File: config.mk
export PLATFORM = sky130hd
export DESIGN_NAME = dcache_tl_c_arbiter
export DESIGN_NICKNAME = d
export VERILOG_FILES = /design/src/rtl/dcache_tl_c_arbiter.sv
export SDC_FILE = /design/constraint.sdc
export NUM_CORES = 1
export LEC_CHECK = 0
export CAP_MARGIN = 20
export CORE_AREA = 3 3 129 131
export CTS_BUF_LIST = sky130_fd_sc_hd__clkbuf_8
export DETAILED_ROUTE_END_ITERATION = 8
export DIE_AREA = 0 0 132 134
export PLACE_DENSITY = 0.52
export SYNTH_ARGS = -nofsm -noshare
export SYNTH_HDL_FRONTEND = slang
export SYNTH_SLANG_ARGS = --single-unit
File: constraint.sdc
create_clock -name clock -period 3.9 [get_ports clock]
set_input_delay 0.78 -clock clock [delete_from_list [all_inputs] [get_ports clock]]
set_output_delay 0.78 -clock clock [all_outputs]
set_load 0.1 [all_outputs]
File: src/rtl/dcache_tl_c_arbiter.sv
// -----------------------------------------------------------------------------
// dcache_tl_c_arbiter
//
// Shares the data cache's single TileLink channel C port between the probe
// unit (ProbeAck / ProbeAckData) and the writeback unit (Release /
// ReleaseData). Multi-beat data bursts stay locked to one requester until
// their last beat, and the outstanding Release is tracked until its
// ReleaseAck comes back on channel D.
//
// Ports
//   clock, reset_n          sole clock (rising edge), async active-low reset
//   prb_* / wb_*            requester bundles: valid/ready handshake plus
//                           opcode, param, size, source, address, data
//   c_*                     channel C output, muxed from the granted requester
//   d_release_ack           one-cycle pulse: ReleaseAck accepted on channel D
//   rel_pending             a Release was sent and its ReleaseAck is awaited
//   busy                    a multi-beat burst is in progress
//   proto_err               sticky protocol-error flag
// -----------------------------------------------------------------------------
module dcache_tl_c_arbiter #(
   parameter int ADDR_W     = 32,
   parameter int DATA_W     = 64,
   parameter int SRC_W      = 2,
   parameter int SIZE_W     = 4,
   parameter int LINE_BYTES = 64
) (
   input  logic              clock,
   input  logic              reset_n,

   input  logic              prb_valid,
   output logic              prb_ready,
   input  logic [2:0]        prb_opcode,
   input  logic [2:0]        prb_param,
   input  logic [SIZE_W-1:0] prb_size,
   input  logic [SRC_W-1:0]  prb_source,
   input  logic [ADDR_W-1:0] prb_address,
   input  logic [DATA_W-1:0] prb_data,

   input  logic              wb_valid,
   output logic              wb_ready,
   input  logic [2:0]        wb_opcode,
   input  logic [2:0]        wb_param,
   input  logic [SIZE_W-1:0] wb_size,
   input  logic [SRC_W-1:0]  wb_source,
   input  logic [ADDR_W-1:0] wb_address,
   input  logic [DATA_W-1:0] wb_data,

   output logic              c_valid,
   input  logic              c_ready,
   output logic [2:0]        c_opcode,
   output logic [2:0]        c_param,
   output logic [SIZE_W-1:0] c_size,
   output logic [SRC_W-1:0]  c_source,
   output logic [ADDR_W-1:0] c_address,
   output logic [DATA_W-1:0] c_data,

   input  logic              d_release_ack,
   output logic              rel_pending,
   output logic              busy,
   output logic              proto_err
);

   localparam int BEAT_BYTES = DATA_W / 8;
   localparam int BEAT_LG    = $clog2(BEAT_BYTES);
   localparam int LINE_LG    = $clog2(LINE_BYTES);
   localparam int MAX_BEATS  = LINE_BYTES / BEAT_BYTES;
   localparam int CNT_W      = (MAX_BEATS > 1) ? $clog2(MAX_BEATS) : 1;

   localparam logic [SIZE_W-1:0] BEAT_LG_S = SIZE_W'(BEAT_LG);
   localparam logic [SIZE_W-1:0] LINE_LG_S = SIZE_W'(LINE_LG);
   localparam logic [CNT_W:0]    MAX_M1    = (CNT_W+1)'(MAX_BEATS - 1);
   localparam logic [CNT_W-1:0]  CNT_ONE   = CNT_W'(1);

   localparam logic [2:0] OP_PROBE_ACK_DATA = 3'd5;
   localparam logic [2:0] OP_RELEASE        = 3'd6;
   localparam logic [2:0] OP_RELEASE_DATA   = 3'd7;

   typedef enum logic [1:0] {
      IDLE      = 2'd0,
      PRB_BURST = 2'd1,
      WB_BURST  = 2'd2
   } state_e;

   state_e           state_q, state_d;
   logic [CNT_W-1:0] cnt_q, cnt_d;
   logic             rel_pending_q, rel_pending_d;
   logic             proto_err_q, proto_err_d;

   logic             grant_prb, grant_wb;
   logic             wb_is_release;
   logic             is_data;
   logic [CNT_W:0]   beats_m1;
   logic             size_err;
   logic             fire, last_fire, rel_set;

   // ---------------------------------------------------------------------------
   // Grant. In IDLE the decision is purely combinational so a beat can leave
   // in the same cycle it is offered. Probe wins outright: probe acks must
   // always make progress or the coherence protocol can deadlock. A new
   // Release waits while the previous one is still unacknowledged.
   // ---------------------------------------------------------------------------
   assign wb_is_release = (wb_opcode == OP_RELEASE) || (wb_opcode == OP_RELEASE_DATA);

   always_comb begin
      // NOTE: every signal assigned in always_comb gets a default up front;
      // a path that leaves one unassigned would infer a latch.
      grant_prb = 1'b0;
      grant_wb  = 1'b0;
      unique case (state_q)
         IDLE: begin
            grant_prb = prb_valid;
            grant_wb  = !prb_valid && wb_valid && !(rel_pending_q && wb_is_release);
         end
         PRB_BURST: grant_prb = 1'b1;
         WB_BURST:  grant_wb  = 1'b1;
         default: ;
      endcase
   end

   // Payload defaults to the writeback bundle whenever probe is not granted.
   assign c_valid   = (grant_prb && prb_valid) || (grant_wb && wb_valid);
   assign c_opcode  = grant_prb ? prb_opcode  : wb_opcode;
   assign c_param   = grant_prb ? prb_param   : wb_param;
   assign c_size    = grant_prb ? prb_size    : wb_size;
   assign c_source  = grant_prb ? prb_source  : wb_source;
   assign c_address = grant_prb ? prb_address : wb_address;
   assign c_data    = grant_prb ? prb_data    : wb_data;

   assign prb_ready = grant_prb && c_ready;
   assign wb_ready  = grant_wb  && c_ready;

   // ---------------------------------------------------------------------------
   // Burst length of the message currently on the port, as beats minus one.
   // Only meaningful on a first beat (IDLE); bursts then run off the counter.
   // One extra bit holds the full shift result before the subtraction.
   // ---------------------------------------------------------------------------
   assign is_data = (c_opcode == OP_PROBE_ACK_DATA) || (c_opcode == OP_RELEASE_DATA);

   always_comb begin
      beats_m1 = '0;
      size_err = 1'b0;
      if (is_data && (c_size >= BEAT_LG_S)) begin
         if (c_size > LINE_LG_S) begin
            // Oversized message: flag it and send a full line.
            beats_m1 = MAX_M1;
            size_err = 1'b1;
         end else begin
            beats_m1 = ((CNT_W+1)'(1) << (c_size - BEAT_LG_S)) - (CNT_W+1)'(1);
         end
      end
   end

   assign fire      = c_valid && c_ready;
   assign last_fire = fire && ((state_q == IDLE) ? (beats_m1 == '0) : (cnt_q == CNT_ONE));
   assign rel_set   = last_fire && ((c_opcode == OP_RELEASE) || (c_opcode == OP_RELEASE_DATA));

   // ---------------------------------------------------------------------------
   // Next-state logic.
   // ---------------------------------------------------------------------------
   always_comb begin
      state_d = state_q;
      cnt_d   = cnt_q;
      unique case (state_q)
         IDLE: begin
            // Single-beat messages never leave IDLE.
            if (fire && (beats_m1 != '0)) begin
               cnt_d   = beats_m1[CNT_W-1:0];
               state_d = grant_prb ? PRB_BURST : WB_BURST;
            end
         end
         PRB_BURST, WB_BURST: begin
            if (fire) begin
               cnt_d = cnt_q - CNT_ONE;
               if (cnt_q == CNT_ONE) begin
                  state_d = IDLE;
               end
            end
         end
         default: state_d = IDLE;
      endcase
   end

   // A set on the last Release beat beats a same-cycle ack; an ack with no
   // Release outstanding (including that same-cycle case) is a protocol error.
   assign rel_pending_d = rel_set ? 1'b1 : (d_release_ack ? 1'b0 : rel_pending_q);

   assign proto_err_d = proto_err_q
                      || (fire && (state_q == IDLE) && size_err)
                      || (d_release_ack && !rel_pending_q);

   // NOTE: sequential state uses non-blocking assignments only, so every flop
   // samples the pre-edge values regardless of statement order.
   always_ff @(posedge clock or negedge reset_n) begin
      if (!reset_n) begin
         state_q       <= IDLE;
         cnt_q         <= '0;
         rel_pending_q <= 1'b0;
         proto_err_q   <= 1'b0;
      end else begin
         state_q       <= state_d;
         cnt_q         <= cnt_d;
         rel_pending_q <= rel_pending_d;
         proto_err_q   <= proto_err_d;
      end
   end

   assign rel_pending = rel_pending_q;
   assign proto_err   = proto_err_q;
   assign busy        = (state_q != IDLE);

endmodule

**Word-level counts from Yosys, hierarchy flattened**

Index checks and enable logic that the tools add are counted.

- Latch bits: 0
- Flip-flop bits (word level): 7
- Memories kept: 0
- Bits of input ports: 222
- Memory bits (read-only): 0
- Memory bits (writable): 0

- Add/subtract/negate cells: 3
- Shift operators: 1
- Reductions and logical operators: 33
- Multipliers: 0
- Magnitude comparators: 2
- Bitwise logic cells: 0
- Divide/modulo/power cells: 0
- Multiplexer cells: 23
- Equal/unequal tests: 11

Operator list:

| cell | number |
|---|---|
| $mux W64 | 1 |
| $mux W32 | 1 |
| $eq A3 B3 Y1 const B | 5 |
| $logic_and A1 B1 Y1 | 15 |
| $mux W3 | 4 |
| $mux W4 | 3 |
| $mux W2 | 5 |
| $sub A4 B2 Y4 const B | 2 |
| $logic_or A1 B1 Y1 | 6 |
| $pmux W3 S2 | 1 |
| $reduce_and A3 Y1 | 2 |
| $reduce_bool A2 Y1 | 3 |
| $mux W1 | 5 |
| $ge A4 B2 Y1 const B | 1 |
| $gt A4 B3 Y1 const B | 1 |
| $logic_not A4 Y1 | 1 |
| $ne A2 B2 Y1 const B | 2 |
| $pmux W1 S2 | 2 |
| $pmux W2 S2 | 1 |
| $reduce_bool A4 Y1 | 1 |
| $shl A1 B4 Y4 const A | 1 |
| $eq A3 B1 Y1 const B | 1 |
| $logic_not A1 Y1 | 3 |
| $sub A3 B1 Y3 const B | 1 |
| other kinds (5) | 5 |

**Logic depth before layout (Yosys ltp)**

Gate-level depths: netlist (run 1).

- Word-level depth: 13
- Mapped depth: 22

**Worst setup path after synthesis (run 1)**

OpenSTA, ideal clock, no wires.

- Kind: input to register
- Start: input prb_valid
- End: register cnt_q[1]
- Required time: 3772 ps
- Data arrival time: 4918 ps
- Slack: -1145 ps
- Stages: 18
- Path through: a21oi_2 buf_4 clkbuf_1 clkbuf_1 nand2_1 nand2_1 ha_1 buf_2 nand3b_1 a2111oi_4 a221o_2 nand2_1 ha_1 nor2b_1 a21boi_0 o2111a_1 a221oi_2 mux2_1

- Cells in the longest elaborated chain, start to end: 11

RTL lines:

| item | line | text |
|---|---|---|
| start: declaration | 30 | `input logic prb_valid,` |
| $pmux W1 S2 * | 109 | `unique case (state_q)` |
| $mux W4 * | 124 | `assign c_size = grant_prb ? prb_size : wb_size;` |
| net c_size[1] | 52 | `output logic [SIZE_W-1:0] c_size,` |
| $sub A4 B2 Y4 | 148 | `beats_m1 = ((CNT_W+1)'(1) << (c_size - BEAT_LG_S)) - (CNT_W+1)'(1);` |
| $shl A1 B4 Y4 | 148 |  |
| $sub A4 B2 Y4 | 148 |  |
| $mux W4 | 143 | `if (c_size > LINE_LG_S) begin` |
| $mux W4 * | 142 | `if (is_data && (c_size >= BEAT_LG_S)) begin` |
| $reduce_bool A4 Y1 | 166 | `if (fire && (beats_m1 != '0)) begin` |
| $logic_and A1 B1 Y1 | 166 |  |
| $ne A2 B1 Y1 (no line) | n/a |  |
| $reduce_and A3 Y1 (no line) | n/a |  |
| end signal: assignment | 201 | `cnt_q <= cnt_d;` |
| end: declaration | 85 | `logic [CNT_W-1:0] cnt_q, cnt_d;` |

Mark *: on every way through the listed nets, which the timed path passes. The rest lies on a longest branch. The select of a mux whose other input is x is not followed.
A chain may end at the register's enable or synchronous reset.

**Final worst setup path (run 1)**

- Start: input wb_size[0]
- End: register cnt_q[1]

- Cells in the longest elaborated chain, start to end: 10

RTL lines:

| item | line | text |
|---|---|---|
| start: declaration | 43 | `input logic [SIZE_W-1:0] wb_size,` |
| $mux W4 * | 124 |  |
| $sub A4 B2 Y4 | 148 |  |
| $shl A1 B4 Y4 | 148 |  |
| $sub A4 B2 Y4 | 148 |  |
| $mux W4 | 143 |  |
| $mux W4 * | 142 |  |
| $reduce_bool A4 Y1 | 166 |  |
| $logic_and A1 B1 Y1 | 166 |  |
| $ne A2 B1 Y1 (no line) | n/a |  |
| $reduce_and A3 Y1 (no line) | n/a |  |

Every way passes the cells marked *; elsewhere a longest branch is shown, timed or not. The select of a mux whose other input is x is not followed.

==> results.json, run 1 <==
{
  "run_status": "completed",
  "synth_edf_count": 0,
  "cp_max_fo": 6,
  "tightestPinTransition_ns": 0.977,
  "rsz0062_at_grt": "no",
  "syn_nets": 691,
  "ys_warn_count": 0,
  "p_per_area_nw_per_um2": 950,
  "seq_area_frac_synth": 0.0777,
  "cts_buffers": 3,
  "peakVddDrop_uv": 464,
  "drtAntennaViolNets": 0,
  "yosys.area_share.simple": 0.639,
  "cts_sinks": 7,
  "max-cap-violations": 0,
  "setup_tns_ns": 0,
  "htreeDepth": 1,
  "firstDrtPassIters": 4,
  "finalNonFillerCells": 1026,
  "placed_cells": 1016,
  "leakagePower_nw": 3.43,
  "synth_seq_cells": 7,
  "insertion_delay_ns": 0.23,
  "synth-compound-area-share": 0.132,
  "fmax_mhz": 264,
  "dpl.hpwl_um": 13900,
  "postRouteWirelength_um": 16100,
  "core_um2": 15700,
  "drive_gt1_frac": 0.214,
  "syn_to_final_growth_pct": 222,
  "synth_xor_area_frac": 0.0117,
  "grt_pass1_wl_um": 23800,
  "cp-start-kind": "input pin",
  "die_y_um": 134,
  "grt_usage": 0.166,
  "diodes": 0,
  "final_area_um2": 7260,
  "dieArea_um2": 17700,
  "synth-adder-area-share": 0.0444,
  "placed_area_um2": 7150,
  "io_pins": 336,
  "drt-initial-drc-count": 125,
  "finish.utilization": 0.462,
  "critPathKind": "input pin to flop",
  "initial_core_util": 0.143,
  "gp_congestion": 0.876,
  "muxShareOfSynthArea": 0.0272,
  "hold_viol": 0,
  "final_cell_mix": "nand2_1, clkdlybuf4s50_1, buf_12",
  "crit_arrival_ns": 3.90,
  "relSlewSlack": 0.347,
  "synth_flop_cell": "dfrtp_1",
  "synth_top_family_by_area": "simple AND/OR/NAND/NOR gates",
  "setup_viol": 0,
  "grt_pass1_vias": 4112,
  "cts_tree": "yes",
  "path_cells": "clkdlybuf4s50_1 -> a21oi_4 -> clkinvlp_4 -> ha_4 -> nand2b_4 -> a2111oi_4 -> a221o_2 -> nand2_1 -> ha_1 -> nor2b_1 -> a21boi_2 -> o2111a_1 -> a221oi_4 -> mux2_4",
  "antenna_found_initial": 2,
  "layout.nets": 1041,
  "required_ns": 4.02,
  "port_buffers": 335,
  "cp-end-kind": "flop",
  "avgSynthCellArea_um2": 4.89,
  "syn_area_um2": 2250,
  "vias": 4224,
  "max_stage_delay_ns": 0.48,
  "grt_max_degree": 68,
  "post-route-min-period_ns": 3.78,
  "synthArstFlopShare": 1.00,
  "row_count": 46,
  "cp_slowest_cell": "clkdlybuf4s50_1",
  "path_clk_slew_ns": 0.04,
  "post_drt_via_cell_ratio": 4.12,
  "fin_worst_skew_ns": 0.00580,
  "nFillCells": 1548,
  "drv_slew": 0,
  "overflow": 0,
  "drc": 0,
  "min_path_type": "flop to flop",
  "postCtsHoldBufs": 0,
  "final_common_cell": "nand2_1",
  "synth_cell_type_count": 45,
  "min_period_over_period": 0.970,
  "clock-root-buffer": "clkbuf_8",
  "wl_per_cell_um": 15.7,
  "synthCells": 461,
  "ctsLongestPathBuffers": 2,
  "die_x_um": 132,
  "whs_ns": 0.499
}
-- power by group --
part	switching [W]	leakage [nW]	internal, W	total, W
sequential	0.0000241	0.0868	0.0000959	0.000120
combinational	0.00446	3.32	0.00222	0.00668
clock	0.0000333	0.0269	0.0000682	0.000102
total	0.00451	3.43	0.00239	0.00690
-- worst max-delay path: cells and delay by family --
| family | cells | cell delay, ns |
|---|---|---|
| buf+inv | 2 | 0.62 |
| fa+ha+maj | 2 | 0.47 |
| simple gates | 3 | 0.35 |
| mux | 1 | 0.33 |
| compound gates | 6 | 1.34 |
-- sequential cells by signal, indices dropped and copies added (netlist names) --
register and count:
cnt_q 3, state_q 2, proto_err 1, rel_pending 1
-- cell families (layout without fill, tap and decap cells) --
kind of cell	Yosys count	count (layout)
simple gates	363	363
buf+inv	39	388
compound gates	36	36
fa+ha+maj	8	8
flops	7	7
mux	5	5
xor+xnor	3	3
-- final cells by class --
class,count,area (µm²),area share
Tap cell,216,270,0.0372
Multi-Input combinational cell,415,2000,0.276
Sequential cell,7,175,0.0241
Clock buffer,3,41.3,0.00569
Timing Repair Buffer,373,4720,0.651
Inverter,11,45.0,0.00620
Clock inverter,1,3.75,0.000517
-- final timing paths --
path | start | to | slack, ns | cells after the start
setup / recovery | wb_size[0] | cnt_q[1] | 0.12 | 14
hold / removal | proto_err | proto_err | 0.50 | 1
min in group asynchronous | reset_n | state_q[1] | 0.81 | 1
hold reg to reg | proto_err | proto_err | 0.50 | 1
setup reg to reg | state_q[1] | cnt_q[1] | 0.19 | 17
max in group asynchronous | reset_n | state_q[0] | 2.85 | 1
-- per-stage QoR --
stage / power (W) / worst slack (ns)
2_1_floorplan: 0.00425 / -0.588
3_3_place_gp: 0.00677 / -0.303
3_5_place_dp: 0.00681 / -0.434
4_1_cts: 0.00694 / 0.0820
5_1_grt: 0.00715 / 0.00846
6_report: 0.00690 / 0.117
-- synth_stat cells (all sizes together), types with 3 or more instances --
| library cell | instances | share of area |
|---|---|---|
| a21oi | 6 | 0.015 |
| buf | 7 | 0.015 |
| clkbuf | 21 | 0.035 |
| dfrtp | 7 | 0.078 |
| ha | 8 | 0.044 |
| inv | 11 | 0.018 |
| mux2 | 3 | 0.015 |
| nand2 | 331 | 0.55 |
| nand2b | 4 | 0.014 |
| nand3 | 6 | 0.013 |
| nand3b | 4 | 0.013 |
| nor2 | 7 | 0.012 |
| o211ai | 5 | 0.017 |
| o21ai | 6 | 0.013 |
| o22ai | 3 | 0.0083 |
-- per-layer routing --
metal / vias up / global-route usage / wire length (µm)
met5: - / 0 / 27
met4: 4 / 0.0280 / 255
met3: 23 / 0.0473 / 1330
met2: 204 / 0.311 / 8390
met1: 1848 / 0.190 / 6150
li1: 2145 / - / -
-- what timing repair did --
item,in CTS,in global routing
setup endpoints to repair,3,3
gates resized for setup,2,4
pin swaps,2,3
buffers inserted,3,3
Note: power is estimated with default switching activity, not from simulation.
==> run 2, diff against run 1 <==
- PLACE_DENSITY: 0.52 -> not set
- SETUP_SLACK_MARGIN: not set -> 0.1
==> run 2 against run 1 <==
Against the previous run: critical endpoint unchanged; highest routed layer is now met4; clock power increased by 5%; critical path type is now flop to flop; final area decreased by 0.53%; core utilization down 0.25 points.
==> results.json, run 2 (synthesis gave the netlist of run 1 again) <==
{
  "critPathKind": "flop to flop",
  "peakVddDrop_uv": 568,
  "layout.nets": 1036,
  "min_period_over_period": 0.925,
  "whs_ns": 0.505,
  "grt_pass1_wl_um": 22400,
  "firstDrtPassIters": 5,
  "run_status": "completed",
  "cp_num_buf_inv": 2,
  "final_cell_mix": "nand2_1, clkdlybuf4s50_1, buf_12",
  "insertion_delay_ns": 0.23,
  "required_ns": 4.02,
  "gp_congestion": 0.805,
  "dpl.hpwl_um": 13100,
  "placed_cells": 1015,
  "grt_usage": 0.155,
  "grt_max_degree": 50,
  "port_buffers": 335,
  "p_seq_frac": 0.017,
  "use_met2": 0.290,
  "largest_reg_flops": 3,
  "p_per_area_nw_per_um2": 954,
  "overflow": 0,
  "place_ws_ns": -0.364,
  "drc": 0,
  "drt-initial-drc-count": 115,
  "ctsLongestPathBuffers": 2,
  "internal-power_w": 0.00238,
  "grt_pass1_vias": 4000,
  "clock-root-buffer": "clkbuf_8",
  "post_drt_via_cell_ratio": 4.07,
  "tightestPinTransition_ns": 0.990,
  "use_met1": 0.176,
  "htreeDepth": 1,
  "cp_slowest_cell": "dfrtp_1",
  "post-route-min-period_ns": 3.61,
  "crit_arrival_ns": 3.73,
  "initial_core_util": 0.143,
  "io_pins": 336,
  "drv_slew": 0,
  "syn_to_final_growth_pct": 221,
  "relSlewSlack": 0.338,
  "cp_max_fo": 6,
  "power_frac_comb": 0.967,
  "leakagePower_nw": 3.41,
  "row_count": 46,
  "die_y_um": 134,
  "cts_tree": "yes",
  "max_stage_delay_ns": 0.37,
  "postRouteWirelength_um": 15100,
  "diodes": 0,
  "top_regs": "cnt_q: 3 flops, state_q: 2 flops",
  "path_clk_slew_ns": 0.04,
  "top_usage_layer": "met2",
  "setup_viol": 0,
  "fin_worst_skew_ns": 0.00152,
  "final_common_cell": "nand2_1",
  "path_cells": "inv_1 -> ha_1 -> a21oi_4 -> nor2_4 -> a21oi_4 -> clkinvlp_4 -> ha_4 -> nand2b_4 -> a2111oi_4 -> a221o_2 -> nand2_1 -> ha_1 -> nor2b_1 -> a21boi_2 -> o2111a_1 -> a221oi_4 -> mux2_4",
  "cts_buffers": 3,
  "drtAntennaViolNets": 0,
  "power.total_w": 0.00689,
  "wl_per_cell_um": 14.8,
  "rsz0062_at_grt": "no",
  "cp-end-kind": "flop",
  "crit_family": "compound AO/OA/AOI/OAI gates",
  "use_met3": 0.0450,
  "finalNonFillerCells": 1021,
  "cp-start-kind": "flop",
  "cts_sinks": 7,
  "dieArea_um2": 17700,
  "core_um2": 15700,
  "fmax_mhz": 277,
  "min_path_type": "flop to flop",
  "antenna_found_initial": 0,
  "die_x_um": 132,
  "nFillCells": 1496,
  "p_sw_frac": 0.655,
  "vias": 4155,
  "p_clk_frac": 0.015,
  "netSwitchingPower_w": 0.00451,
  "worst_slack_ns": 0.291,
  "hold_viol": 0,
  "drive_gt1_frac": 0.211,
  "top_register": "cnt_q",
  "max-cap-violations": 0
}
-- run 2: cell count changes in the layout (fill, tap and decap cells not counted), sizes merged --
cell	change
buf	-5
clkbuf	+1
clkdlybuf4s15	-1
clkdlybuf4s50	-1
clkinv	+1
dlymetal6s2s	+1
inv	-1
-- run 2: power groups by stage --
stage               clock [W]  combinational, W  sequential, W
global route         0.000114           0.00689       0.000124
floorplan                   0           0.00411       0.000141
CTS                  0.000109           0.00670       0.000119
finish               0.000107           0.00666       0.000120
detailed placement          0           0.00669       0.000120
global placement            0           0.00667       0.000120
-- run 2: layout make-up --
type	count	area, µm²	area share
repair buffers	368	4680	0.649
multi-input cells	415	2000	0.277
well taps	216	270	0.0374
flip-flops and latches	7	175	0.0243
inverters	11	45.0	0.00624
clock buffers	3	41.3	0.00572
clock inverters	1	5.00	0.000693
-- run 2: per-stage QoR --
step	util	setup TNS [ns]	cell area, µm²
after global routing	0.460	0	7220
after floorplan	-	-2.11	2330
after detailed placement	0.455	-0.942	7150
final	0.460	0	7220
after global placement	0.455	-0.806	7150
after CTS	0.458	0	7200
-- run 2: per-layer routing --
metal  vias to the layer above  part of all wire  routed length [µm]
met3                        23             0.084                1270
li1                       2137                 -                   -
met1                      1785              0.39                5880
met4                         0             0.016                 244
met5                         -                 0                   0
met2                       210              0.51                7700
-- run 2: final timing paths --
kind                             from           to  slack [ns]  depth (start not counted)
hold / removal              proto_err    proto_err        0.51                          1
hold reg to reg             proto_err    proto_err        0.51                          1
min in group asynchronous     reset_n  rel_pending        0.83                          1
max in group asynchronous     reset_n     cnt_q[0]        2.81                          1
setup reg to reg           state_q[0]     cnt_q[1]        0.29                         17
setup / recovery           state_q[0]     cnt_q[1]        0.29                         17
-- run 2: what timing repair did --
action	CTS	global route
resized for setup	2	6
pin swaps	2	4
endpoints found under the hold margin	0	0
setup buffers	0	2
setup endpoints to repair	3	3
hold buffers	0	0
cloned	0	0
